**config.mk**
```make
export PLATFORM = sky130hd
export DESIGN_NAME = cla_adder_arbiter
export DESIGN_NICKNAME = d
export VERILOG_FILES = /design/src/rtl/cla_pkg.sv /design/src/rtl/cla32btadder.sv /design/src/rtl/rr_arbiter.sv /design/src/rtl/cla_adder_arbiter.sv
export SDC_FILE = /design/constraint.sdc
export NUM_CORES = 1
export LEC_CHECK = 0
export ABC_AREA = 1
export CAP_MARGIN = 20
export CORE_ASPECT_RATIO = 1.25
export CORE_MARGIN = 2
export CORE_UTILIZATION = 30
export CTS_BUF_LIST = sky130_fd_sc_hd__clkbuf_4 sky130_fd_sc_hd__clkbuf_8
export CTS_CLUSTER_SIZE = 10
export DETAILED_ROUTE_END_ITERATION = 10
export MAX_ROUTING_LAYER = met4
export PLACE_DENSITY = 0.69
export REMOVE_ABC_BUFFERS = 1
export SYNTH_ARGS = -nofsm -noshare
export SYNTH_HDL_FRONTEND = slang
export SYNTH_SLANG_ARGS = --single-unit
export TNS_END_PERCENT = 30
```
**constraint.sdc**
```tcl
create_clock -name clk -period 3 [get_ports clk]
set_input_delay 0.6 -clock clk [delete_from_list [all_inputs] [get_ports clk]]
set_output_delay 0.6 -clock clk [all_outputs]
set_load 0.03 [all_outputs]
```
**src/rtl/cla_pkg.sv**
```systemverilog
// Shared types and helpers for the arbitrated carry-look-ahead adder.
package cla_pkg;

    localparam int ADD_W    = 32;
    localparam int ID_MAX_W = 3;

    function automatic int clog2(input int n);
        int r;
        r = 0;
        while ((1 << r) < n) r++;
        return r;
    endfunction

    typedef struct packed {
        logic [ADD_W-1:0] a;
        logic [ADD_W-1:0] b;
        logic             cin;
    } add_op_t;

    typedef struct packed {
        logic [ADD_W-1:0]    sum;
        logic                cout;
        logic [ID_MAX_W-1:0] id;
    } add_rsp_t;

endpackage

```
**src/rtl/cla32btadder.sv**
```systemverilog
// 32-bit two-level carry-look-ahead adder: 4-bit lookahead groups,
// group generate/propagate chained across the eight groups.
module cla32btadder (
    input  logic [31:0] i_a,
    input  logic [31:0] i_b,
    input  logic        i_cin,
    output logic [31:0] o_sum,
    output logic        o_cout
);
    logic [31:0] w_g;
    logic [31:0] w_p;
    logic [31:0] w_c;
    logic [8:0]  w_gc;

    assign w_g = i_a & i_b;
    assign w_p = i_a ^ i_b;

    always_comb begin
        logic [3:0] g;
        logic [3:0] p;
        logic       c0;
        logic       grp_g;
        g     = '0;
        p     = '0;
        c0    = 1'b0;
        grp_g = 1'b0;
        w_c   = '0;
        w_gc  = '0;
        w_gc[0] = i_cin;
        for (int n = 0; n < 8; n++) begin
            g  = w_g[4*n +: 4];
            p  = w_p[4*n +: 4];
            c0 = w_gc[n];
            w_c[4*n]   = c0;
            w_c[4*n+1] = g[0] | (p[0] & c0);
            w_c[4*n+2] = g[1] | (p[1] & g[0]) | (p[1] & p[0] & c0);
            w_c[4*n+3] = g[2] | (p[2] & g[1]) | (p[2] & p[1] & g[0])
                       | (p[2] & p[1] & p[0] & c0);
            grp_g      = g[3] | (p[3] & g[2]) | (p[3] & p[2] & g[1])
                       | (p[3] & p[2] & p[1] & g[0]);
            w_gc[n+1]  = grp_g | ((&p) & c0);
        end
    end

    assign o_sum  = w_p ^ w_c;
    assign o_cout = w_gc[8];

endmodule

```
**src/rtl/rr_arbiter.sv**
```systemverilog
// Round-robin arbiter: scans from the slot after i_ptr and grants the
// first asserted request; grant is one-hot or all-zero when disabled.
module rr_arbiter
    import cla_pkg::*;
#(
    parameter  int NUM_REQ = 4,
    localparam int ID_W    = clog2(NUM_REQ)
) (
    input  logic [NUM_REQ-1:0] i_req,
    input  logic [ID_W-1:0]    i_ptr,
    input  logic               i_en,
    output logic [NUM_REQ-1:0] o_grant,
    output logic [ID_W-1:0]    o_grant_id,
    output logic               o_grant_valid
);
    always_comb begin
        logic [ID_W-1:0] v_idx;
        v_idx         = '0;
        o_grant       = '0;
        o_grant_id    = '0;
        o_grant_valid = 1'b0;
        for (int k = 1; k <= NUM_REQ; k++) begin
            v_idx = ID_W'((int'(i_ptr) + k) % NUM_REQ);
            if (i_en && !o_grant_valid && i_req[v_idx]) begin
                o_grant[v_idx] = 1'b1;
                o_grant_id     = v_idx;
                o_grant_valid  = 1'b1;
            end
        end
    end

endmodule

```
**src/rtl/cla_adder_arbiter.sv**
```systemverilog
// Shares one 32-bit CLA adder among NUM_REQ requesters: round-robin grant,
// operand register, result register; fixed two-cycle latency.
module cla_adder_arbiter
    import cla_pkg::*;
#(
    parameter  int NUM_REQ = 4,
    localparam int ID_W    = clog2(NUM_REQ)
) (
    input  logic                     clk,
    input  logic                     rst_n,
    input  logic [NUM_REQ-1:0]       req_valid,
    output logic [NUM_REQ-1:0]       req_ready,
    input  logic [NUM_REQ*ADD_W-1:0] req_a,
    input  logic [NUM_REQ*ADD_W-1:0] req_b,
    input  logic [NUM_REQ-1:0]       req_cin,
    input  logic                     flush,
    output logic                     rsp_valid,
    output logic [ID_W-1:0]          rsp_id,
    output logic [ADD_W-1:0]         rsp_sum,
    output logic                     rsp_cout,
    output logic [31:0]              op_count
);
    logic [ID_W-1:0]  r_ptr;
    logic             r_s1_valid;
    add_op_t          r_s1;
    logic [ID_W-1:0]  r_s1_id;
    logic             r_rsp_valid;
    add_rsp_t         r_rsp;
    logic [31:0]      r_op_count;

    logic [ID_W-1:0]  w_gnt_id;
    logic             w_xfer;
    add_op_t          w_op;
    logic [ADD_W-1:0] w_sum;
    logic             w_cout;
    logic [ADD_W-1:0] w_a_arr [NUM_REQ];
    logic [ADD_W-1:0] w_b_arr [NUM_REQ];
    logic             w_unused_id;

    // No grants while reset is asserted or while the pipe is being flushed.
    rr_arbiter #(.NUM_REQ(NUM_REQ)) u_arb (
        .i_req         (req_valid),
        .i_ptr         (r_ptr),
        .i_en          (rst_n & ~flush),
        .o_grant       (req_ready),
        .o_grant_id    (w_gnt_id),
        .o_grant_valid (w_xfer)
    );

    for (genvar i = 0; i < NUM_REQ; i++) begin : g_unpack
        assign w_a_arr[i] = req_a[i*ADD_W +: ADD_W];
        assign w_b_arr[i] = req_b[i*ADD_W +: ADD_W];
    end

    assign w_op = {w_a_arr[w_gnt_id], w_b_arr[w_gnt_id], req_cin[w_gnt_id]};

    cla32btadder u_add (
        .i_a    (r_s1.a),
        .i_b    (r_s1.b),
        .i_cin  (r_s1.cin),
        .o_sum  (w_sum),
        .o_cout (w_cout)
    );

    always_ff @(posedge clk or negedge rst_n) begin
        if (!rst_n) begin
            r_ptr       <= ID_W'(NUM_REQ - 1);
            r_s1_valid  <= 1'b0;
            r_s1        <= '0;
            r_s1_id     <= '0;
            r_rsp_valid <= 1'b0;
            r_rsp       <= '0;
            r_op_count  <= '0;
        end else begin
            r_s1_valid  <= w_xfer;
            r_rsp_valid <= r_s1_valid & ~flush;
            if (w_xfer) begin
                r_ptr      <= w_gnt_id;
                r_s1       <= w_op;
                r_s1_id    <= w_gnt_id;
                r_op_count <= r_op_count + 32'd1;
            end
            if (r_s1_valid && !flush) begin
                r_rsp.sum  <= w_sum;
                r_rsp.cout <= w_cout;
                r_rsp.id   <= ID_MAX_W'(r_s1_id);
            end
        end
    end

    assign rsp_valid   = r_rsp_valid;
    assign rsp_id      = r_rsp.id[ID_W-1:0];
    assign rsp_sum     = r_rsp.sum;
    assign rsp_cout    = r_rsp.cout;
    assign op_count    = r_op_count;
    assign w_unused_id = ^r_rsp.id;

endmodule

```
==> results of run 1 <==
-- state kept, by name, indices dropped and copies added, names as in the netlist --
name	flops
rsp_valid	1
r_ptr	2
r_s1_valid	1
rsp_id	2
rsp_cout	1
rsp_sum	32
r_s1	65
r_s1_id	2
op_count	32
-- cell type report --
cell class                      instances  area (um^2)  share of cell area, %
Clock inverter                         12          126                  0.913
Multi-Input combinational cell       1030         5240                   37.8
Tap cell                              401          502                   3.62
Clock buffer                           20          275                   1.99
Sequential cell                       138         3460                   25.0
Timing Repair Buffer                  406         4020                   29.0
Inverter                               57          224                   1.62
-- power by group through the flow --
| stage | Sequential, W | Combinational [W] | Clock, W |
|---|---|---|---|
| after detailed placement | 0.00328 | 0.00935 | 0 |
| after floorplan | 0.00372 | 0.00543 | 0 |
| final | 0.00325 | 0.00964 | 0.00158 |
| after CTS | 0.00326 | 0.00957 | 0.00162 |
| after global routing | 0.00336 | 0.0109 | 0.00170 |
| after global placement | 0.00326 | 0.00918 | 0 |
-- synthesized netlist by cell type (6+ instances only) --
master / instances / share of area, %
nand3_1: 32 / 1.8
dfrtp_1: 136 / 37
nor3_1: 12 / 0.66
o21ai_0: 90 / 5.0
fa_1: 8 / 1.8
ha_1: 41 / 5.6
xor2_1: 27 / 2.6
nor2_1: 239 / 9.9
a21oi_1: 20 / 1.1
o21ai_1: 143 / 7.9
inv_1: 51 / 2.1
buf_6: 6 / 0.74
buf_1: 6 / 0.25
nand2_1: 366 / 15
buf_2: 26 / 1.4
xnor2_1: 18 / 1.7
clkbuf_1: 23 / 0.95
-- how the worst max path moves through the flow --
stage	start	to	slack, ns	cells past startpoint
final	r_ptr[0]	req_ready[0]	-0.18	14
after global routing	r_ptr[0]	req_ready[0]	-0.29	14
after CTS	r_ptr[0]	req_ready[0]	-0.14	14
after detailed placement	req_valid[0]	r_s1[29]	-0.20	17
after global placement	req_valid[1]	req_ready[0]	-0.12	14
after floorplan	r_ptr[0]	r_s1[0]	-1.77	18
-- logic make-up after synthesis --
| kind of cell | after synthesis |
|---|---|
| flops | 138 |
| compound gates | 265 |
| simple gates | 671 |
| xor+xnor | 45 |
| fa+ha+maj | 49 |
| buf+inv | 121 |
-- timing repair --
item	4_1_cts	5_1_grt
endpoints found under the hold margin	0	0
pin swaps	3	6
gates resized for setup	27	18
endpoints found under the setup margin	8	11
setup buffers	6	5
-- metal layers --
metal | wire length [um] | up-vias | track usage, %
met3 | 1500 | 45 | 3.94
met2 | 15300 | 284 | 34.4
li1 | - | 4899 | -
met5 | 0 | - | -
met1 | 12000 | 4535 | 20.3
met4 | 636 | 0 | 6.13
-- stage by stage --
| step | util [%] | power [W] | cell area [um^2] | hold WS (ns) |
|---|---|---|---|---|
| after floorplan | - | 0.00915 | 8750 | 0.304 |
| after global placement | 44.1 | 0.0124 | 13200 | 0.461 |
| after detailed placement | 44.1 | 0.0126 | 13200 | 0.464 |
| after CTS | 45.9 | 0.0145 | 13700 | 0.319 |
| after global routing | 46.2 | 0.0159 | 13800 | 0.356 |
| final | 46.2 | 0.0145 | 13800 | 0.300 |
==> summary.md, run 1 <==
| Metric | Value |
|---|---|
| R2R setup slack | between 0.2 and 0.25 ns |
| Worst r2r path cells | 21 |
| Arr. time, crit path | ~2.6 ns |
| Slew HR | 35.8% |
| GPL Wtd Cong | ~0.88 |
| Dominant synthesized flop cell | dfrtp_1 |
| Critical-path maximum fanout | 6 |
| Critical path's largest stage delay | about 0.58 ns |
| Seq/Total Area, Yosys | 38.0% |
| DP Cell Count | 2,021 |
| Fillers | 2,976 |
| Initial antenna violation count | 0 |
| Root Driver | clkbuf_8 |
| Yosys reg bits | between 100 and 150 |
| Drt total wl | ~29 mm |
| Fmax | 0.314 GHz |
| RR Endpoint | op_count[17] |
| Clk buf depth | 2 |
| Layout Cells excl Fill | 2,064 |
| Outcome | complete, but fails checks |
| Post-Route Setup TNS | -0.473 ns |
| Worst Max-Slew Pin Slew | 0.964 ns |
| TritonCTS clock tree | yes |
| Pleak | 6.23 nW |
| Largest net degree at the start of global routing | 75 |
| Internal Pwr Total | ~0.0073 W |
| Share of cells above drive strength 1 | 9.62% |
| CP Capture Type | output port |
| Crit path max-delay cell type | dfstp_2 |
| Tcrit/Tclk final | 106% |
| ANT cells | 0 |
| Worst-path clk slew | 0.10 ns |
| Full die area | 31,700 um^2 |
| Power Density | 1050 nW/um^2 |
| Detailed Routing Iterations Pass 1 | 5 |
| Setup CP Type | reg -> out |
| Nets | approximately 2,000 |
| Initial Util | 30.3% |
| Crit-path leading delay family | flip-flops |
| RSZ-0062 raised after global routing | yes |
| Main combinational cell family by area after synthesis | simple AND/OR/NAND/NOR gates |
| Pins Over Slew Limit | 0 |
| Post-Syn Area | 9080 um^2 |
| Vias after detailed routing | 9,763 |
| Place WS | -0.197 ns |
| Die Span X | 160 um |
| Final setup vio count | 4 |
| Clk pwr share | a little over a tenth |
| Peak supply drop | approximately 0.59 mV |
| Unique cell type count in the Yosys netlist | 38 |
| Yosys warnings | 0 |
| Cells after synthesis | 1,289 |
| # IOs | 339 |
| R2R Path Start | r_ptr[0] |
| DR vias/cell | 4.73 |
| Gr ovfl total | 0 |
| Setup WS post-layout | -0.185 ns |
| Post-route DRC | 0 |
| Worst setup SP type | flop |
| Die height | 199 um |
| Post-synth EDFFs | 0 |
| Core area | 29,900 um^2 |
| Clk sinks | 138 |
| CP Cell Sequence | inv_6 > ha_4 > inv_4 > nand2_2 > nand2_2 > nand2_2 > nor2_4 > inv_2 > nand3_4 > nand2_2 > nor2_4 > a221oi_2 > o21ai_1 > buf_4 |
| GRT Resource Usage Total | 18.8% |
| Logic pwr share | 66.6% |
| Number of CTS-inserted buffers | 17 |
| Hold_buf cts | 0 |
| Number of buffers and inverters on the critical path | 4 |
| Post-synth ARST share | 100% |
| Syn avg cell area | roughly 7.0 um^2 |
| H-tree Lvls | 4 |
| Sw Pwr | 0.00713 W |
| IO Port Bufs | 338 |
| Placement row count | 71 |
| Failing checks | negative setup slack |
| Switch share | 49.2% |
| Commonest cells after routing, fill and taps aside | nand2_1 (351), clkdlybuf4s50_1 (333), nor2_1 (236), o21ai_1 (145), dfrtp_1 (136) |
| Min-delay worst type | in -> async |
| Adder-cell area share of the yosys netlist | 7.41% |
| Vias in the first global route | 9,659 |
| Final ANT Viol Nets | 0 |
| XOR/XNOR share of the synthesized area | 4.34% |
| Commonest non-fill, non-tap cell in the layout | nand2_1 |
| CP dominant cell by count | nand2_2 |
| Post-DP HPWL | 22.2 mm |
| Starting DRC count in detailed routing | 408 |
| Post-Synth Simple-Gate Area | 29.2% |
| Fin. Hold Viols | 0 |
| Max-cap violations | 0 |
| Min Tclk post-route | 3.18 ns |
| Clk_lat worst skew | around 0.47 ns |
| Area delta synth->final | 52.4% |
| Routed WL per cell | roughly 14 um |
| Mux share of post-synthesis cell area | 0% |
| Area fraction in compound gates after synthesis | 15.0% |
| Req. time, crit path | 2.40 ns |
| Layout Skew | 0.0138 ns |
| Seq pwr share | about 23% |
| First-pass GRT wire length | around 47 mm |
Power figures use the tool's default switching activity.
==> run 2, diff against run 1 <==
--- a/config.mk
+++ b/config.mk
@@ -10,13 +10,14 @@
 export CORE_ASPECT_RATIO = 1.25
 export CORE_MARGIN = 2
 export CORE_UTILIZATION = 30
-export CTS_BUF_LIST = sky130_fd_sc_hd__clkbuf_4 sky130_fd_sc_hd__clkbuf_8
+export CTS_BUF_LIST = sky130_fd_sc_hd__clkbuf_8
 export CTS_CLUSTER_SIZE = 10
 export DETAILED_ROUTE_END_ITERATION = 10
 export MAX_ROUTING_LAYER = met4
-export PLACE_DENSITY = 0.69
+export PLACE_DENSITY = 0.68
 export REMOVE_ABC_BUFFERS = 1
 export SYNTH_ARGS = -nofsm -noshare
 export SYNTH_HDL_FRONTEND = slang
+export SYNTH_HIERARCHICAL = 1
 export SYNTH_SLANG_ARGS = --single-unit
 export TNS_END_PERCENT = 30
==> summary.md, run 2 <==
| Metric | Value |
|---|---|
| Largest register FFs | 65 |
| Die height | slightly above 200 um |
| Crit. Startpoint | r_ptr[0] |
| Max-cap violations | 0 |
| Fmax | 0.349 GHz |
| Largest net degree at the start of global routing | 79 |
| Tcrit/Tclk final | 95.4% |
| Top-count cell post-synth | nor2_1 |
| # IOs | around 340 |
| IO Port Bufs | 338 |
| Number of CTS-inserted buffers | 17 |
| Gr ovfl total | 0 |
| RR Endpoint | rsp_sum[29] |
| Critical-path maximum fanout | 9 |
| CP Capture Type | output port |
| Power Density | 942 nW/um^2 |
| R2R setup slack | 0.24 ns |
| Post-Route Setup TNS | 0 ns |
| Initial Util | 30.6% |
| Commonest cells after routing, fill and taps aside | nor2_1 (370), clkdlybuf4s50_1 (333), nand2_1 (227), dfrtp_1 (136), o21ai_0 (127) |
| Clk_lat worst skew | around 0.44 ns |
| Outcome | finished clean |
| Main area contributors after synthesis | dfrtp_1 (36%), nor2_1 (15%), nand2_1 (9.0%) |
| Share of cells above drive strength 1 | 8.65% |
| Starting DRC count in detailed routing | 504 |
| Routed WL per cell | 14.4 um |
| TritonCTS clock tree | yes |
| First-pass GRT wire length | ~48 mm |
| Arr. time, crit path | 2.26 ns |
| DR vias/cell | 4.70 |
| Placement row count | 72 |
| Vias after detailed routing | 9,736 |
| Core area | 31,100 um^2 |
| H-tree Lvls | 4 |
| Pleak | 6.16 nW |
| Worst Max-Slew Pin Slew | 0.814 ns |
| Layout Skew | 0.0139 ns |
| Top-area cell type share of the netlist area | 35.8% |
| Critical path's largest stage delay | 0.56 ns |
| Pwr Total | about 0.013 W |
| Dominant synthesized flop cell | dfrtp_1 |
| Nets | 1,966 |
| CP Cell Sequence | inv_4 > ha_4 > inv_1 > nand3_2 > nand2_4 > nand3_4 > nor3_1 > nor2_1 > nand2_1 > buf_6 |
| Fillers | 3,083 |
| Post-route DRC | 0 |
| RSZ-0062 raised after global routing | yes |
| Yosys reg bits | 138 |
| Post-Syn Area | 9500 um^2 |
| Unique cell type count in the Yosys netlist | 36 |
| Worst setup SP type | flop |
| Clk sinks | 138 |
| Yosys warnings | 6 |
| Initial antenna violation count | 0 |
| Post-DP HPWL | 23.4 mm |
| Storage cell area | 3460 um^2 |
| Crit-path leading delay family | simple AND/OR/NAND/NOR gates |
| Post-synth top cells | nor2_1 (370), nand2_1 (229), dfrtp_1 (136) |
| Min Tclk post-route | 2.86 ns |
| Final ANT Viol Nets | 0 |
| Fin. Hold Viols | 0 |
| Vias in the first global route | 9,976 |
| Synth area leader | dfrtp_1 |
| Detailed Routing Iterations Pass 1 | 4 |
| Setup CP Type | reg -> out |
| Full die area | roughly 33,000 um^2 |
| GPL Wtd Cong | 0.875 |
| Worst-path clk slew | 0.08 ns |
| GRT Resource Usage Total | 18.7% |
| Peak supply drop | 0.583 mV |
| Die Span X | ~160 um |
| Req. time, crit path | approximately 2.4 ns |
| R2R Path Start | r_s1[40] |
| Root Driver | clkbuf_8 |
| Post-synth ARST share | 100% |
| WP depth | 10 |
| Number of buffers and inverters on the critical path | 3 |
| Min-delay worst type | in -> async |
| Worst setup path end | req_ready[0] |
| ANT cells | 0 |
| Cells after synthesis | 1,321 |
| Pins Over Slew Limit | 0 |
| Seq/Total Area, Yosys | 36.4% |
| Worst r2r path cells | 19 |
| Clk buf depth | 2 |
| Crit path max-delay cell type | dfstp_2 |
| Syn avg cell area | about 7.2 um^2 |
| Slew HR | between 40 and 50% |
| Post-synth EDFFs | 0 |
| Commonest non-fill, non-tap cell in the layout | nor2_1 |
| Drt total wl | 29.8 mm |
| Area of the multi-input gates | around 5500 um^2 |
| Final setup vio count | 0 |
| Biggest register | r_s1 |
| Area delta synth->final | 46.6% |
-- run 2: what timing repair did --
action / in CTS / in global routing
hold endpoints to repair: 0 / 0
pin swaps: 0 / 2
hold buffers: 0 / 0
resized for setup: 1 / 7
buffers inserted: 0 / 2
endpoints found under the setup margin: 4 / 5
-- run 2: cell families (layout without fill, tap and decap cells) --
family,count (synthesis),after routing,synth area share (%)
adder cells (fa/ha/maj),48,48,6.95
AO/OA/AOI/OAI,227,227,13.3
AND/OR/NAND/NOR,727,727,33.4
buffers and inverters,142,485,6.45
flip-flops,138,138,36.4
XOR/XNOR,39,39,3.59
-- run 2: layout make-up --
type / count / area share (%)
flip-flops and latches: 138 / 24.8
clock inverters: 15 / 1.27
multi-input cells: 1041 / 39.3
inverters: 77 / 2.10
well taps: 407 / 3.65
repair buffers: 376 / 27.2
clock buffers: 17 / 1.68
-- run 2: metal layers --
layer	wire length [um]	vias to the layer above	global-route usage, %
met5	0	-	-
met4	1040	0	7.77
met3	1520	54	3.00
met2	15500	297	33.6
met1	11800	4428	20.3
li1	-	4957	-
-- run 2: through the flow --
stage | util, % | instance area [um^2] | cells | hold WS (ns) | worst slack, ns
finish | 44.8 | 13900 | 2071 | 0.129 | 0.138
global route | 44.8 | 13900 | 2071 | 0.110 | -0.00160
CTS | 44.6 | 13900 | 2068 | 0.434 | 0.0658
detailed placement | 43.3 | 13400 | 2036 | 0.458 | 0.0959
global placement | 43.3 | 13400 | 2036 | 0.454 | 0.0942
floorplan | - | 9180 | 1256 | 0.304 | -2.80
-- run 2: worst min-delay path by stage --
stage               cells past startpoint      endpoint        start
floorplan                               0   op_count[0]        rst_n
global placement                        2   rsp_sum[30]  rsp_sum[30]
detailed placement                      2    rsp_sum[7]   rsp_sum[7]
CTS                                     2  op_count[20]        rst_n
global route                            2  op_count[21]        rst_n
finish                                  2   op_count[6]        rst_n
-- run 2: worst reg2reg max path, cell delays in order (launching register included) --
cell,delay (ns)
dfrtp_1,0.40
ha_1,0.36
a21oi_1,0.17
nand2_1,0.08
a21oi_2,0.11
nand2_2,0.11
nand2_2,0.10
nand2_4,0.07
nand2_4,0.07
nand2_4,0.07
nand2_4,0.07
nand2_4,0.06
nand2_4,0.08
nand2_4,0.07
nand2_4,0.08
nand2_4,0.07
fa_1,0.39
xor2_1,0.17
nand2_1,0.07
nand2_1,0.05
-- run 2: power breakdown --
group	internal, W	switching (W)	total (W)
Combinational	0.00339	0.00497	0.00836
Sequential	0.00262	0.000561	0.00318
Clock	0.000823	0.000768	0.00159
